`src/rtl/shift_logic_unit_mc.sv`:
```
// Logic/shift unit with an iterative shifter (STEP bits per cycle); ZBB_LOGIC_EN adds ANDN/ORN/XNOR/ROL/ROR.
// Latency: 1 cycle for bitwise/unknown/shamt==0, 1+ceil(shamt/STEP) cycles for shifts and rotates.
// Backpressure: result held in DONE until i_ready; o_ready is low while shifting or while a result is unconsumed.
module shift_logic_unit_mc #(
  parameter int XLEN = 32,
  parameter int STEP = 8
) (
  input  logic            i_clk,
  input  logic            i_rst_n,
  input  logic            i_flush,
  input  logic            i_valid,
  output logic            o_ready,
  input  logic [3:0]      i_op,
  input  logic [XLEN-1:0] i_data_a,
  input  logic [XLEN-1:0] i_data_b,
  output logic            o_valid,
  input  logic            i_ready,
  output logic [XLEN-1:0] o_data,
  output logic            o_busy
);

  localparam int SHW = $clog2(XLEN);
  localparam logic [SHW:0] STEP_W = (SHW+1)'(STEP);

  localparam logic [3:0] OP_AND  = 4'd0;
  localparam logic [3:0] OP_OR   = 4'd1;
  localparam logic [3:0] OP_XOR  = 4'd2;
  localparam logic [3:0] OP_SLL  = 4'd3;
  localparam logic [3:0] OP_SRL  = 4'd4;
  localparam logic [3:0] OP_SRA  = 4'd5;
`ifdef ZBB_LOGIC_EN
  localparam logic [3:0] OP_ANDN = 4'd6;
  localparam logic [3:0] OP_ORN  = 4'd7;
  localparam logic [3:0] OP_XNOR = 4'd8;
  localparam logic [3:0] OP_ROL  = 4'd9;
  localparam logic [3:0] OP_ROR  = 4'd10;
  localparam logic [SHW:0] XLEN_W = (SHW+1)'(XLEN);
`endif

  typedef enum logic [1:0] {
    S_IDLE  = 2'd0,
    S_SHIFT = 2'd1,
    S_DONE  = 2'd2
  } state_t;

  state_t          state_q, state_d;
  logic [3:0]      op_q;
  logic [XLEN-1:0] acc_q;
  logic [SHW-1:0]  rem_q;

  logic            accept;
  logic            start_shift;
  logic            is_shift;
  logic [SHW-1:0]  shamt;
  logic [XLEN-1:0] imm_res;
  logic [SHW:0]    rem_ext;
  logic [SHW:0]    step_ext;
  logic [SHW-1:0]  step;
  logic            last_step;
  logic [XLEN-1:0] step_res;
`ifdef ZBB_LOGIC_EN
  logic [SHW:0]    rot_inv;
`endif

  assign shamt       = i_data_b[SHW-1:0];
  assign o_ready     = (state_q == S_IDLE) | ((state_q == S_DONE) & i_ready);
  assign accept      = i_valid & o_ready & ~i_flush;
  assign start_shift = accept & is_shift & (shamt != '0);
  assign o_valid     = (state_q == S_DONE);
  assign o_busy      = (state_q == S_SHIFT);

  // Single-cycle result; for shift ops this is only used when shamt==0.
  always_comb begin
    imm_res  = '0;
    is_shift = 1'b0;
    case (i_op)
      OP_AND:  imm_res = i_data_a & i_data_b;
      OP_OR:   imm_res = i_data_a | i_data_b;
      OP_XOR:  imm_res = i_data_a ^ i_data_b;
      OP_SLL, OP_SRL, OP_SRA: begin
        imm_res  = i_data_a;
        is_shift = 1'b1;
      end
`ifdef ZBB_LOGIC_EN
      OP_ANDN: imm_res = i_data_a & ~i_data_b;
      OP_ORN:  imm_res = i_data_a | ~i_data_b;
      OP_XNOR: imm_res = ~(i_data_a ^ i_data_b);
      OP_ROL, OP_ROR: begin
        imm_res  = i_data_a;
        is_shift = 1'b1;
      end
`endif
      default: imm_res = '0;
    endcase
  end

  assign rem_ext   = {1'b0, rem_q};
  assign step_ext  = (rem_ext > STEP_W) ? STEP_W : rem_ext;
  assign step      = step_ext[SHW-1:0];
  assign last_step = (rem_q == step);
`ifdef ZBB_LOGIC_EN
  assign rot_inv   = XLEN_W - {1'b0, step};
`endif

  // step is never zero in SHIFT, so rot_inv stays below XLEN.
  always_comb begin
    step_res = acc_q;
    case (op_q)
      OP_SLL:  step_res = acc_q << step;
      OP_SRL:  step_res = acc_q >> step;
      OP_SRA:  step_res = $signed(acc_q) >>> step;
`ifdef ZBB_LOGIC_EN
      OP_ROL:  step_res = (acc_q << step) | (acc_q >> rot_inv);
      OP_ROR:  step_res = (acc_q >> step) | (acc_q << rot_inv);
`endif
      default: step_res = acc_q;
    endcase
  end

  always_comb begin
    state_d = state_q;
    case (state_q)
      S_IDLE: begin
        if (accept) state_d = start_shift ? S_SHIFT : S_DONE;
      end
      S_SHIFT: begin
        if (last_step) state_d = S_DONE;
      end
      S_DONE: begin
        if (accept)       state_d = start_shift ? S_SHIFT : S_DONE;
        else if (i_ready) state_d = S_IDLE;
      end
      default: state_d = S_IDLE;
    endcase
    if (i_flush) state_d = S_IDLE;
  end

  always_ff @(posedge i_clk or negedge i_rst_n) begin
    if (!i_rst_n) state_q <= S_IDLE;
    else          state_q <= state_d;
  end

  always_ff @(posedge i_clk or negedge i_rst_n) begin
    if (!i_rst_n) begin
      op_q   <= '0;
      acc_q  <= '0;
      rem_q  <= '0;
      o_data <= '0;
    end else if (i_flush) begin
      rem_q <= '0;
    end else if (accept) begin
      op_q  <= i_op;
      acc_q <= i_data_a;
      rem_q <= shamt;
      if (!start_shift) o_data <= imm_res;
    end else if (state_q == S_SHIFT) begin
      acc_q <= step_res;
      rem_q <= rem_q - step;
      if (last_step) o_data <= step_res;
    end
  end

endmodule

```
`config.mk`:
```
export PLATFORM = sky130hd
export DESIGN_NAME = shift_logic_unit_mc
export DESIGN_NICKNAME = d
export VERILOG_FILES = /design/src/rtl/shift_logic_unit_mc.sv
export SDC_FILE = /design/constraint.sdc
export NUM_CORES = 1
export LEC_CHECK = 0
export CORE_MARGIN = 5
export CORE_UTILIZATION = 45
export CTS_CLUSTER_DIAMETER = 150
export CTS_CLUSTER_SIZE = 25
export DETAILED_ROUTE_END_ITERATION = 12
export PLACE_DENSITY = 0.66
export RECOVER_POWER = 50
export SLEW_MARGIN = 30
export SYNTH_ARGS = -nofsm -noshare
export SYNTH_HDL_FRONTEND = slang
export SYNTH_SLANG_ARGS = --single-unit
```
`constraint.sdc`:
```
create_clock -name i_clk -period 5.9 [get_ports i_clk]
set_clock_uncertainty 0.15 [all_clocks]
set_input_delay 1.18 -clock i_clk [delete_from_list [all_inputs] [get_ports i_clk]]
set_output_delay 1.18 -clock i_clk [all_outputs]
set_load 0.005 [all_outputs]
```
After elaboration in Yosys (flattened, before gate mapping)
Cells that the tools add are included.
Word-level totals
  flip-flop bits (word level): 75
  input bits: 73
  output and inout port bits: 35
  word-level logic and storage cells: 66
Cells by class
  $add $sub $neg: 1
  order comparisons: 1
  equal/unequal tests: 15
  shift operators: 3
  multiplexer cells: 20
  bitwise logic cells: 10
  reductions and logical operators: 11
Operators by type and width (number)
  32-bit two-way mux: 6
  32-bit one-hot mux with 4 select lines: 1
  32-bit one-hot mux with 3 select lines: 1
  32-bit AND: 1
  32-bit bitwise OR: 1
  32-bit by 5-bit left shift with 32-bit output: 1
  32-bit by 5-bit >> shifter with 32-bit output: 1
  32-bit by 5-bit >>> shifter with 32-bit output: 1
  32-bit bitwise XOR: 1
  5-bit two-way mux: 4
  4-bit by 3-bit equality test with 1-bit output (second input constant): 4
  4-bit by 2-bit equality test with 1-bit output (second input constant): 3
  2-bit two-way mux: 6
  2-bit one-hot mux with 3 select lines: 1
  1-bit AND: 5
  5-bit equality test: 1
  5-bit by 4-bit greater-than comparator with 1-bit output (second input constant): 1
  5-bit nonzero test: 1
  5-bit subtractor: 1
  4-bit by 1-bit equality test with 1-bit output (second input constant): 1
  4-bit logical NOT: 1
  4-bit by 2-bit != test with 1-bit output (second input constant): 1
  2-bit AND reduction: 2
  4-bit AND reduction: 1
  13 further kinds: 14

Longest topological paths before layout
Gate-level depths: netlist (run 1).
  depth in word-level cells: 11
  depth in mapped cells: 10
  gate-level depth less buffers: 8

Least setup slack after synthesis (run 1)
OpenSTA, ideal clock, no wires.
  path kind: input port to flip-flop
  start: input i_op[1]
  end: register o_data[0]
  setup time: 0.077 ns
  data arrival time: 2.690 ns
  data required time: 5.673 ns
  slack: 2.983 ns
  cell stages on the path: 10
  buffers on the path: 4
  cell sequence: buf_2 -> nand2b_1 -> a21o_1 -> clkbuf_1 -> o21ai_1 -> and2_1 -> buf_2 -> buf_2 -> a21oi_1 -> a21oi_1
On the way
  cells in the longest elaborated chain, start to end: 7
  elaborated cells on any way between the ends: 15
  those cells by class: eq/ne: 6; mux: 4; bitwise: 2; reduce/logical: 3
RTL lines
  start: declaration: line 13  | input logic [3:0] i_op,
  4-bit by 2-bit equality test with 1-bit output or 4-bit by 3-bit equality test with 1-bit output (tied branches): line 76  | case (i_op)
  3-bit OR reduction: line 76
  1-bit two-way mux: line 76
  1-bit AND (2 in a row): line 68  | assign start_shift = accept & is_shift & (shamt != '0);
  2-bit != test (no source line)
  4-bit AND reduction (no source line)
  end signal: assignment: line 155  | if (!start_shift) o_data <= imm_res;
  end signal: assignment: line 159  | if (last_step) o_data <= step_res;
  end: declaration: line 18  | output logic [XLEN-1:0] o_data,
Parallel ways exist; a longest one is shown, timed or not. The select of a mux whose other input is x is not followed.
A chain may end at the register's enable or synchronous reset.

Worst setup path in the final report (run 1)
  start: input i_data_b[1]
  end: register o_data[1]
On the way
  cells in the longest elaborated chain, start to end: 4
  elaborated cells on any way between the ends: 10
  those cells by class: eq/ne: 1; mux: 3; bitwise: 4; reduce/logical: 2
RTL lines
  start: declaration: line 15  | input logic [XLEN-1:0] i_data_b,
  5-bit nonzero test (tied with other cells): line 68
  1-bit AND or 32-bit one-hot mux with 4 select lines (tied branches): line 68, 76
  2-bit != test (no source line) or 32-bit two-way mux (tied branches)
  4-bit AND reduction (no source line) or 32-bit two-way mux (tied branches)
Parallel ways exist; a longest one is shown, timed or not. The select of a mux whose other input is x is not followed.

==> results of run 1 <==
==> worst max path at each step <==
| stage | from | end | depth (start not counted) |
|---|---|---|---|
| after floorplan | i_op[1] | o_data[0]$_DFFE_PN0P_ | 10 |
| after global placement | i_data_b[1] | o_data[1]$_DFFE_PN0P_ | 8 |
| after detailed placement | i_data_b[1] | o_data[1]$_DFFE_PN0P_ | 8 |
| after CTS | i_data_b[1] | o_data[20]$_DFFE_PN0P_ | 8 |
| after global routing | i_data_b[0] | o_data[20]$_DFFE_PN0P_ | 8 |
| final | i_data_b[1] | o_data[1]$_DFFE_PN0P_ | 8 |
==> cell usage after synthesis, types with 14 or more instances <==
library cell,n,area (um^2)
sky130_fd_sc_hd__buf_2,45,225
sky130_fd_sc_hd__a21oi_1,152,761
sky130_fd_sc_hd__o22ai_1,42,263
sky130_fd_sc_hd__mux2i_1,28,280
sky130_fd_sc_hd__clkbuf_1,68,255
sky130_fd_sc_hd__a21o_1,14,105
sky130_fd_sc_hd__nand2_1,96,360
sky130_fd_sc_hd__nor2_1,106,398
sky130_fd_sc_hd__a211oi_1,43,323
sky130_fd_sc_hd__nor3_1,31,155
sky130_fd_sc_hd__a221oi_1,19,166
sky130_fd_sc_hd__nand2b_1,24,150
sky130_fd_sc_hd__nand3_1,20,100
sky130_fd_sc_hd__ha_1,66,826
sky130_fd_sc_hd__a22oi_1,34,255
sky130_fd_sc_hd__o211ai_1,22,165
sky130_fd_sc_hd__dfrtp_1,75,1880
sky130_fd_sc_hd__o21ai_0,98,490
sky130_fd_sc_hd__inv_1,79,297
==> stage by stage <==
step	power (mW)	cell area (um^2)	hold WS, ns	setup slack [ns]	util
floorplan	1.53	9460	0.334	2.98	-
global placement	2.07	10500	0.370	1.68	0.503
detailed placement	2.08	10500	0.375	1.61	0.503
CTS	2.67	10800	0.389	1.94	0.518
global route	2.82	10800	0.406	1.84	0.518
finish	2.71	10800	0.383	1.91	0.518
==> cells by family after synthesis <==
logic type / after synthesis
compound gates: 538
fa+ha+maj: 66
buf+inv: 218
flops: 75
mux: 37
other cells: 2
simple gates: 368
==> critical path, delay by kind of cell <==
| kind | cells | cell delay [ns] |
|---|---|---|
| compound gates | 3 | 0.48 |
| buf+inv | 2 | 0.91 |
| simple gates | 3 | 1.49 |
==> report_power, final <==
part	switching, mW	internal, mW
clock network	0.232	0.352
logic	0.720	0.526
registers	0.255	0.623
==> state kept, by name, indices dropped and copies added, names as in the netlist <==
register	cells
acc_q	32
state_q	2
o_data	32
op_q	4
rem_q	5
==> layout make-up <==
type                       count  area (um^2)  share of cell area
sequential                    75         1880               0.174
inverter                      81          304              0.0281
clock buffer                  11          253              0.0233
timing repair buffer         139         1310               0.121
multi-input combinational   1011         6680               0.617
clock inverter                 5         58.8             0.00543
tap                          275          344              0.0318
==> per-layer routing <==
metal / GRT usage / up-vias / wire length, um
met5: 0 / - / 0
met4: 0.106 / 0 / 1680
met3: 0.0729 / 162 / 4800
met2: 0.459 / 809 / 16400
met1: 0.448 / 5120 / 16200
li1: - / 4847 / -
==> results.yml, run 1 <==
drt:
  postRouteWirelength_mm: 39.0
  viasPerCell: 6.85
  drcViolationCount: 0
  drt-pass1-iter-count: 6
  antenna_left: 0
  vias: 10938
  drtIter0Drc: 1645
  wl_per_cell_um: 24.4
place:
  routabilityCongestion: 1.02
  portBuffers: 107
  detailedPlacementHpwl_mm: 27.6
  place.detailed.instances: 1581
cells_and_area:
  final_cell_mix: "152 x sky130_fd_sc_hd__a21oi_1, 104 x sky130_fd_sc_hd__nor2_1, 98 x sky130_fd_sc_hd__o21ai_0, 96 x sky130_fd_sc_hd__nand2_1, 91 x sky130_fd_sc_hd__clkdlybuf4s50_1"
  drive_gt1_frac: 0.0696
  stdcell_count: 1597
  layout.cells.most_common: "sky130_fd_sc_hd__a21oi_1"
  antenna_cells: 0
  area_growth_pct: 14.5
  numnets_final: 1456
  nFillCells: 2068
clock_network:
  post_cts_repair_timing_setup_buffer_count: 0
  cts-hold-fix-buffers: 0
  cts_repair_resize_count: 0
  clock_latency_ns: 0.34
  clockRootBuffer: "sky130_fd_sc_hd__clkbuf_16"
  cts_tree: "yes"
  htree_levels: 3
  cts-buffers-inserted: 9
  tritoncts_num_sinks: 75
  clkSlewWorstSetupHoldPaths_ns: 0.07
  cts.path.max_buffers: 2
timing:
  timing_hold_violations_final: 0
  max_slew.worst_pin.slew_ns: 1.10
  achievable-frequency_ghz: 0.251
  slew-limit-headroom: 0.267
  report.final.setup_viol: 0
  rsz0062_at_grt: "false"
  period_utilization_post_route: 0.676
  timing_max_transition_violations_final: 0
  final.setup.tns_ns: 0
  finalWorstPathRequiredPeriod_ns: 3.99
die:
  initial_standard_cell_utilization_of_the_core: 0.453
  die-height_um: 155
  die-width_um: 155
  dieArea_um2: 24000
  top_level_ports: 108
  placeableCoreArea_um2: 20900
  std_cell_rows: 53
hold_path:
  whs_endpoint: "o_data[8]$_DFFE_PN0P_"
  holdCritStartpoint: "o_data[8]$_DFFE_PN0P_"
  worst_hold_class: "reg2reg"
  cells_on_worst_hold_path: 2
yosys:
  synthSimpleGateAreaFrac: 0.198
  synthXorXnorAreaFrac: 0
  synthCells: 1304
  number_of_flops_mapped_to_enable_cells_by_yosys: 0
  synth_compound_gate_area_share: 0.368
  synth_top_family_by_area: "compound AO/OA/AOI/OAI gates"
  syn_area_um2: 9460
  synth_cell_type_count: 84
  mappedNetlistNets: 1443
  syn_avg_cell_area_um2: 7.25
  ys_warn_count: 0
  dominantRegCellSynth: "sky130_fd_sc_hd__dfrtp_1"
  synth-seq-cells: 75
  share_of_cell_area_taken_by_muxes_after_synthesis: 0.0487
  synth_sequential_area_ratio: 0.198
  synth_async_sr_flop_share: 1.00
  post_synth_fa_ha_maj_area_fraction: 0.0873
critical_path:
  critPathArrivalTime_ns: 4.07
  cp_slowest_stage_delay_ns: 0.69
  crit_slowest_cell: "sky130_fd_sc_hd__nand2_1"
  regToRegEndpoint: "acc_q[18]$_DFFE_PN0P_"
  ff2ff_path_depth: 8
  crit-reg2reg-launch: "rem_q[3]$_DFFE_PN0P_"
  crit_required_ns: 5.98
  critical_path.cell_chain: "clkdlybuf4s50_1, or4_1, nor2_1, o21ai_1, nand2_1, buf_4, o21ai_0, o22a_1"
  setup.reg_to_reg.worst_slack_ns: 2.10
  endpoint_kind: "flip-flop"
  worstSetupStartpointType: "input port"
  crit_path_max_fanout: 23
  worstSetupPathType: "in2reg"
power_and_ir_drop:
  power_per_cell_area_nw_per_um2: 250
  leakage_nw: 4.34
  vdd_ir_drop_max_v: 0.000137
global_routing:
  grt_first_pass_wirelength_mm: 59.9
  globalRouteOverflowTotal: 0
  first_global_vias: 10072
  gr-usage-all-layers: 0.312
  antenna_found_initial: 0
  grt_start_max_net_pins: 76
outcome:
  run_status: "complete, no violations"
run:
  max_cap_violations: 0
(Power assumes the default switching activity.)
==> inputs of run 2 (changes only) <==
==> constraint.sdc (replaced) <==
create_clock -name i_clk -period 3.7 [get_ports i_clk]
set_clock_uncertainty 0.15 [all_clocks]
set_input_delay 0.74 -clock i_clk [delete_from_list [all_inputs] [get_ports i_clk]]
set_output_delay 0.74 -clock i_clk [all_outputs]
set_load 0.005 [all_outputs]
==> results.yml, run 2 (synthesized netlist as in run 1, its figures left out) <==
cells_and_area:
  drive_gt1_frac: 0.0879
  layout.cells.most_common: "sky130_fd_sc_hd__a21oi_1"
  layout_top_registers: "acc_q x32, o_data x32, rem_q x5"
  numnets_final: 1489
  nFillCells: 2037
  layout_utilization: 0.532
  ff_latch_area_um2: 1880
  antenna_cells: 0
  area_growth_pct: 17.5
  final_cell_mix: "152 x sky130_fd_sc_hd__a21oi_1, 104 x sky130_fd_sc_hd__nor2_1, 98 x sky130_fd_sc_hd__o21ai_0, 96 x sky130_fd_sc_hd__nand2_1, 90 x sky130_fd_sc_hd__clkdlybuf4s50_1"
  multi_input_comb_area_um2: 6660
place:
  dpl_worst_slack_ns: 0.436
  portBuffers: 107
  routabilityCongestion: 1.05
  detailedPlacementHpwl_mm: 30.5
outcome:
  run_status: "finished with violations"
  violations: "max-capacitance violations, max-slew violations"
drt:
  antenna_left: 0
  drtIter0Drc: 1759
  viasPerCell: 6.85
  drt-pass1-iter-count: 7
  postRouteWirelength_mm: 41.8
  wl_per_cell_um: 25.7
  drcViolationCount: 0
  vias: 11162
clock_network:
  clock_latency_ns: 0.34
  cts-hold-fix-buffers: 0
  cts-buffers-inserted: 9
  tritoncts_num_sinks: 75
  post_cts_repair_timing_setup_buffer_count: 0
  cts_tree: "yes"
  htree_levels: 3
  cts_repair_resize_count: 0
  clkSlewWorstSetupHoldPaths_ns: 0.06
  clockRootBuffer: "sky130_fd_sc_hd__clkbuf_16"
  cts.path.max_buffers: 2
global_routing:
  first_global_vias: 10311
  grt_start_max_net_pins: 76
  gr-usage-all-layers: 0.336
  grt_first_pass_wirelength_mm: 63.5
  antenna_found_initial: 0
  globalRouteOverflowTotal: 0
critical_path:
  worstSetupStartpointType: "flip-flop"
  worstSetupPathType: "reg2reg"
  endpoint_kind: "flip-flop"
  crit_required_ns: 3.75
  crit_path_max_fanout: 19
  critPathArrivalTime_ns: 3.40
power_and_ir_drop:
  clkPwrFrac: 0.213
  vdd_ir_drop_max_v: 0.000255
  switching_share: 0.445
  p_sw_mw: 1.98
  combPwrFrac: 0.475
  internal_power_mw: 2.48
  leakage_nw: 4.51
  power_per_cell_area_nw_per_um2: 401
  seq_power_share: 0.312
die:
  top_level_ports: 108
  die-width_um: 155
  placeableCoreArea_um2: 20900
  dieArea_um2: 24000
  std_cell_rows: 53
  die-height_um: 155
  initial_standard_cell_utilization_of_the_core: 0.453
timing:
  final.setup.tns_ns: 0
  report.final.setup_viol: 0
  rsz0062_at_grt: "false"
  finalWorstPathRequiredPeriod_ns: 3.36
  period_utilization_post_route: 0.907
  slew-limit-headroom: -0.278
  timing_hold_violations_final: 0
  timing_max_transition_violations_final: 76
  achievable-frequency_ghz: 0.298
  max_slew.worst_pin.slew_ns: 1.92
  smallest_setup_slack_after_layout_ns: 0.344
run:
  max_cap_violations: 1
hold_path:
  worst_hold_class: "reg2reg"
==> run 2: cell types whose count changed in the layout (fill, tap and decap cells not counted), moves of 2 or more <==
cell / change
sky130_fd_sc_hd__and2_1: +2
sky130_fd_sc_hd__and2_2: -2
sky130_fd_sc_hd__buf_12: +5
sky130_fd_sc_hd__buf_4: +27
sky130_fd_sc_hd__clkbuf_8: -2
sky130_fd_sc_hd__nor3b_1: +2
==> run 2: power by group through the flow <==
stage,Sequential (mW),Combinational (mW),Clock (mW)
final,1.39,2.12,0.951
after global routing,1.40,2.26,0.988
after CTS,1.37,2.07,0.956
after detailed placement,1.38,2.06,0
after global placement,1.39,2.06,0
after floorplan,1.13,1.32,0
==> run 2: area by class of cell <==
class                           count  area share
Clock buffer                        9      0.0203
Multi-Input combinational cell   1011       0.600
Sequential cell                    75       0.169
Clock inverter                      6     0.00811
Timing Repair Buffer              172       0.145
Inverter                           81      0.0274
Tap cell                          275      0.0310
==> run 2: critical path: stages, from the launching register on <==
cell and delay (ns):
sky130_fd_sc_hd__dfrtp_1 0.59, sky130_fd_sc_hd__or3b_1 0.76, sky130_fd_sc_hd__buf_4 0.30, sky130_fd_sc_hd__a21oi_1 0.05, sky130_fd_sc_hd__a21oi_1 0.29, sky130_fd_sc_hd__o21ai_0 0.17, sky130_fd_sc_hd__a2111oi_0 0.59, sky130_fd_sc_hd__buf_4 0.24
sky130_fd_sc_hd__a221oi_1 0.07
==> run 2: through the flow <==
step                      cells  hold slack [ns]  instance area, um^2  total power, mW
after floorplan            1304            0.294                 9460             2.45
after global placement     1614            0.369                10800             3.45
after detailed placement   1614            0.362                10800             3.44
after CTS                  1629            0.382                11100             4.39
after global routing       1629            0.387                11100             4.64
final                      1629            0.371                11100             4.46
==> run 2: path summary, 6_finish.rpt <==
check / from / endpoint / slack (ns) / cells after the start
worst max-delay path: rem_q[3]$_DFFE_PN0P_ / acc_q[18]$_DFFE_PN0P_ / 0.34 / 8
worst min-delay path: o_data[15]$_DFFE_PN0P_ / o_data[15]$_DFFE_PN0P_ / 0.37 / 1
worst max register to register: rem_q[3]$_DFFE_PN0P_ / acc_q[18]$_DFFE_PN0P_ / 0.34 / 8
worst min register to register: o_data[15]$_DFFE_PN0P_ / o_data[15]$_DFFE_PN0P_ / 0.37 / 1
max in group asynchronous: i_rst_n / rem_q[0]$_DFFE_PN0P_ / 1.42 / 1
min in group asynchronous: i_rst_n / rem_q[1]$_DFFE_PN0P_ / 0.73 / 1
==> run 2: metal layers <==
metal | up-vias | global-route usage | part of all wire
met5 | - | 0 | 0
met4 | 0 | 0.129 | 0.043
met3 | 136 | 0.0631 | 0.11
met2 | 766 | 0.496 | 0.42
met1 | 5347 | 0.486 | 0.42
li1 | 4913 | - | -
==> inputs of run 3 (changes only) <==
--- a/config.mk
+++ b/config.mk
@@ -7,6 +7,7 @@
 export LEC_CHECK = 0
 export CORE_MARGIN = 5
 export CORE_UTILIZATION = 45
+export CTS_BUF_LIST = sky130_fd_sc_hd__clkbuf_8
 export CTS_CLUSTER_DIAMETER = 150
 export CTS_CLUSTER_SIZE = 25
 export DETAILED_ROUTE_END_ITERATION = 12
==> results.yml, run 3 (synthesized netlist as in run 1, its figures left out) <==
run:
  max_cap_violations: 1
critical_path:
  endpoint_kind: "flip-flop"
  crit_slowest_cell: "sky130_fd_sc_hd__or3b_1"
  worstSetupPathType: "reg2reg"
  crit_path_max_fanout: 19
  critical_path.cell_chain: "or3b_1, buf_4, a21oi_1, a21oi_1, o21ai_0, a2111oi_0, buf_4, a221oi_1"
  setup.worst_path.start: "rem_q[3]$_DFFE_PN0P_"
  crit_required_ns: 3.77
  worstSetupStartpointType: "flip-flop"
  critPathArrivalTime_ns: 3.46
  crit-reg2reg-launch: "rem_q[3]$_DFFE_PN0P_"
  worstPathBufferInverterCount: 2
  cp_slowest_stage_delay_ns: 0.76
  timing.critical_path.max_delay_family: "compound AO/OA/AOI/OAI gates"
power_and_ir_drop:
  leakage_nw: 4.46
  vdd_ir_drop_max_v: 0.000199
  power_per_cell_area_nw_per_um2: 382
clock_network:
  clock_latency_ns: 0.36
  clkSlewWorstSetupHoldPaths_ns: 0.09
  htree_levels: 3
  cts_repair_resize_count: 0
  cts_tree: "yes"
  cts.path.max_buffers: 2
  tritoncts_num_sinks: 75
  post_cts_repair_timing_setup_buffer_count: 0
  cts-hold-fix-buffers: 0
  cts-buffers-inserted: 9
  clockRootBuffer: "sky130_fd_sc_hd__clkbuf_8"
drt:
  antenna_left: 0
  drt-pass1-iter-count: 6
  drtIter0Drc: 1942
  vias: 11161
  viasPerCell: 6.85
  postRouteWirelength_mm: 41.6
  wl_per_cell_um: 25.5
  drcViolationCount: 0
cells_and_area:
  numnets_final: 1489
  layout_top_registers: "acc_q x32, o_data x32, rem_q x5"
  final_cell_mix: "152 x sky130_fd_sc_hd__a21oi_1, 104 x sky130_fd_sc_hd__nor2_1, 98 x sky130_fd_sc_hd__o21ai_0, 96 x sky130_fd_sc_hd__nand2_1, 90 x sky130_fd_sc_hd__clkdlybuf4s50_1"
  nFillCells: 2049
  layout.cells.most_common: "sky130_fd_sc_hd__a21oi_1"
  antenna_cells: 0
  final_cell_area_um2: 11000
  drive_gt1_frac: 0.0879
  area_growth_pct: 16.4
global_routing:
  first_global_vias: 10247
  grt_start_max_net_pins: 76
  globalRouteOverflowTotal: 0
  use_met1: 0.488
  gr-usage-all-layers: 0.336
  global_route.usage.met3: 0.0623
  grt.busiest_layer: "met2"
  grt_first_pass_wirelength_mm: 63.4
  antenna_found_initial: 0
  global_route_track_usage_on_met2: 0.495
timing:
  max_slew.worst_pin.slew_ns: 1.93
  timing_max_transition_violations_final: 76
  timing_hold_violations_final: 0
  rsz0062_at_grt: "false"
  finalWorstPathRequiredPeriod_ns: 3.39
  achievable-frequency_ghz: 0.295
  report.final.setup_viol: 0
  period_utilization_post_route: 0.917
  slew-limit-headroom: -0.285
  final.setup.tns_ns: 0
hold_path:
  holdCritStartpoint: "o_data[15]$_DFFE_PN0P_"
  worst_hold_class: "reg2reg"
die:
  die-width_um: 155
  top_level_ports: 108
  initial_standard_cell_utilization_of_the_core: 0.453
  dieArea_um2: 24000
  std_cell_rows: 53
  placeableCoreArea_um2: 20900
  die-height_um: 155
place:
  routabilityCongestion: 1.05
  detailedPlacementHpwl_mm: 30.5
  placed_cell_area_um2: 10800
  portBuffers: 107
outcome:
  run_status: "finished with violations"
  violations: "max-capacitance violations, max-slew violations"
==> run 3: cell type report <==
cell class                 count  area [um^2]  share of cell area
sequential                    75         1880               0.171
multi-input combinational   1011         6660               0.605
inverter                      81          304              0.0276
timing repair buffer         172         1610               0.146
clock inverter                 6         90.1             0.00818
tap                          275          344              0.0312
clock buffer                   9          124              0.0112
==> run 3: layer usage <==
| layer | vias up | wire (um) |
|---|---|---|
| li1 | 4923 | - |
| met1 | 5296 | 17400 |
| met2 | 809 | 17600 |
| met3 | 133 | 4910 |
| met4 | 0 | 1670 |
| met5 | - | 0 |
==> run 3: final timing paths <==
check,end,slack [ns],depth (start not counted)
setup / recovery,acc_q[18]$_DFFE_PN0P_,0.31,8
hold / removal,o_data[15]$_DFFE_PN0P_,0.38,1
setup reg to reg,acc_q[18]$_DFFE_PN0P_,0.31,8
hold reg to reg,o_data[15]$_DFFE_PN0P_,0.38,1
max in group asynchronous,rem_q[0]$_DFFE_PN0P_,1.43,1
min in group asynchronous,rem_q[1]$_DFFE_PN0P_,0.72,1
==> run 3: power breakdown <==
group	switching, mW	total (mW)	internal, mW
logic	1.21	2.11	0.894
registers	0.400	1.39	0.993
clock network	0.326	0.704	0.378
total	1.94	4.21	2.27
==> run 3: metrics by stage <==
| stage | utilization | power (mW) | worst slack [ns] | instances | hold slack, ns |
|---|---|---|---|---|---|
| after floorplan | - | 2.45 | 1.22 | 1304 | 0.294 |
| after global placement | 0.517 | 3.45 | 0.460 | 1614 | 0.369 |
| after global routing | 0.527 | 4.40 | 0.222 | 1629 | 0.393 |
| after CTS | 0.527 | 4.15 | 0.394 | 1629 | 0.387 |
| after detailed placement | 0.517 | 3.44 | 0.436 | 1614 | 0.362 |
| final | 0.527 | 4.21 | 0.308 | 1629 | 0.378 |
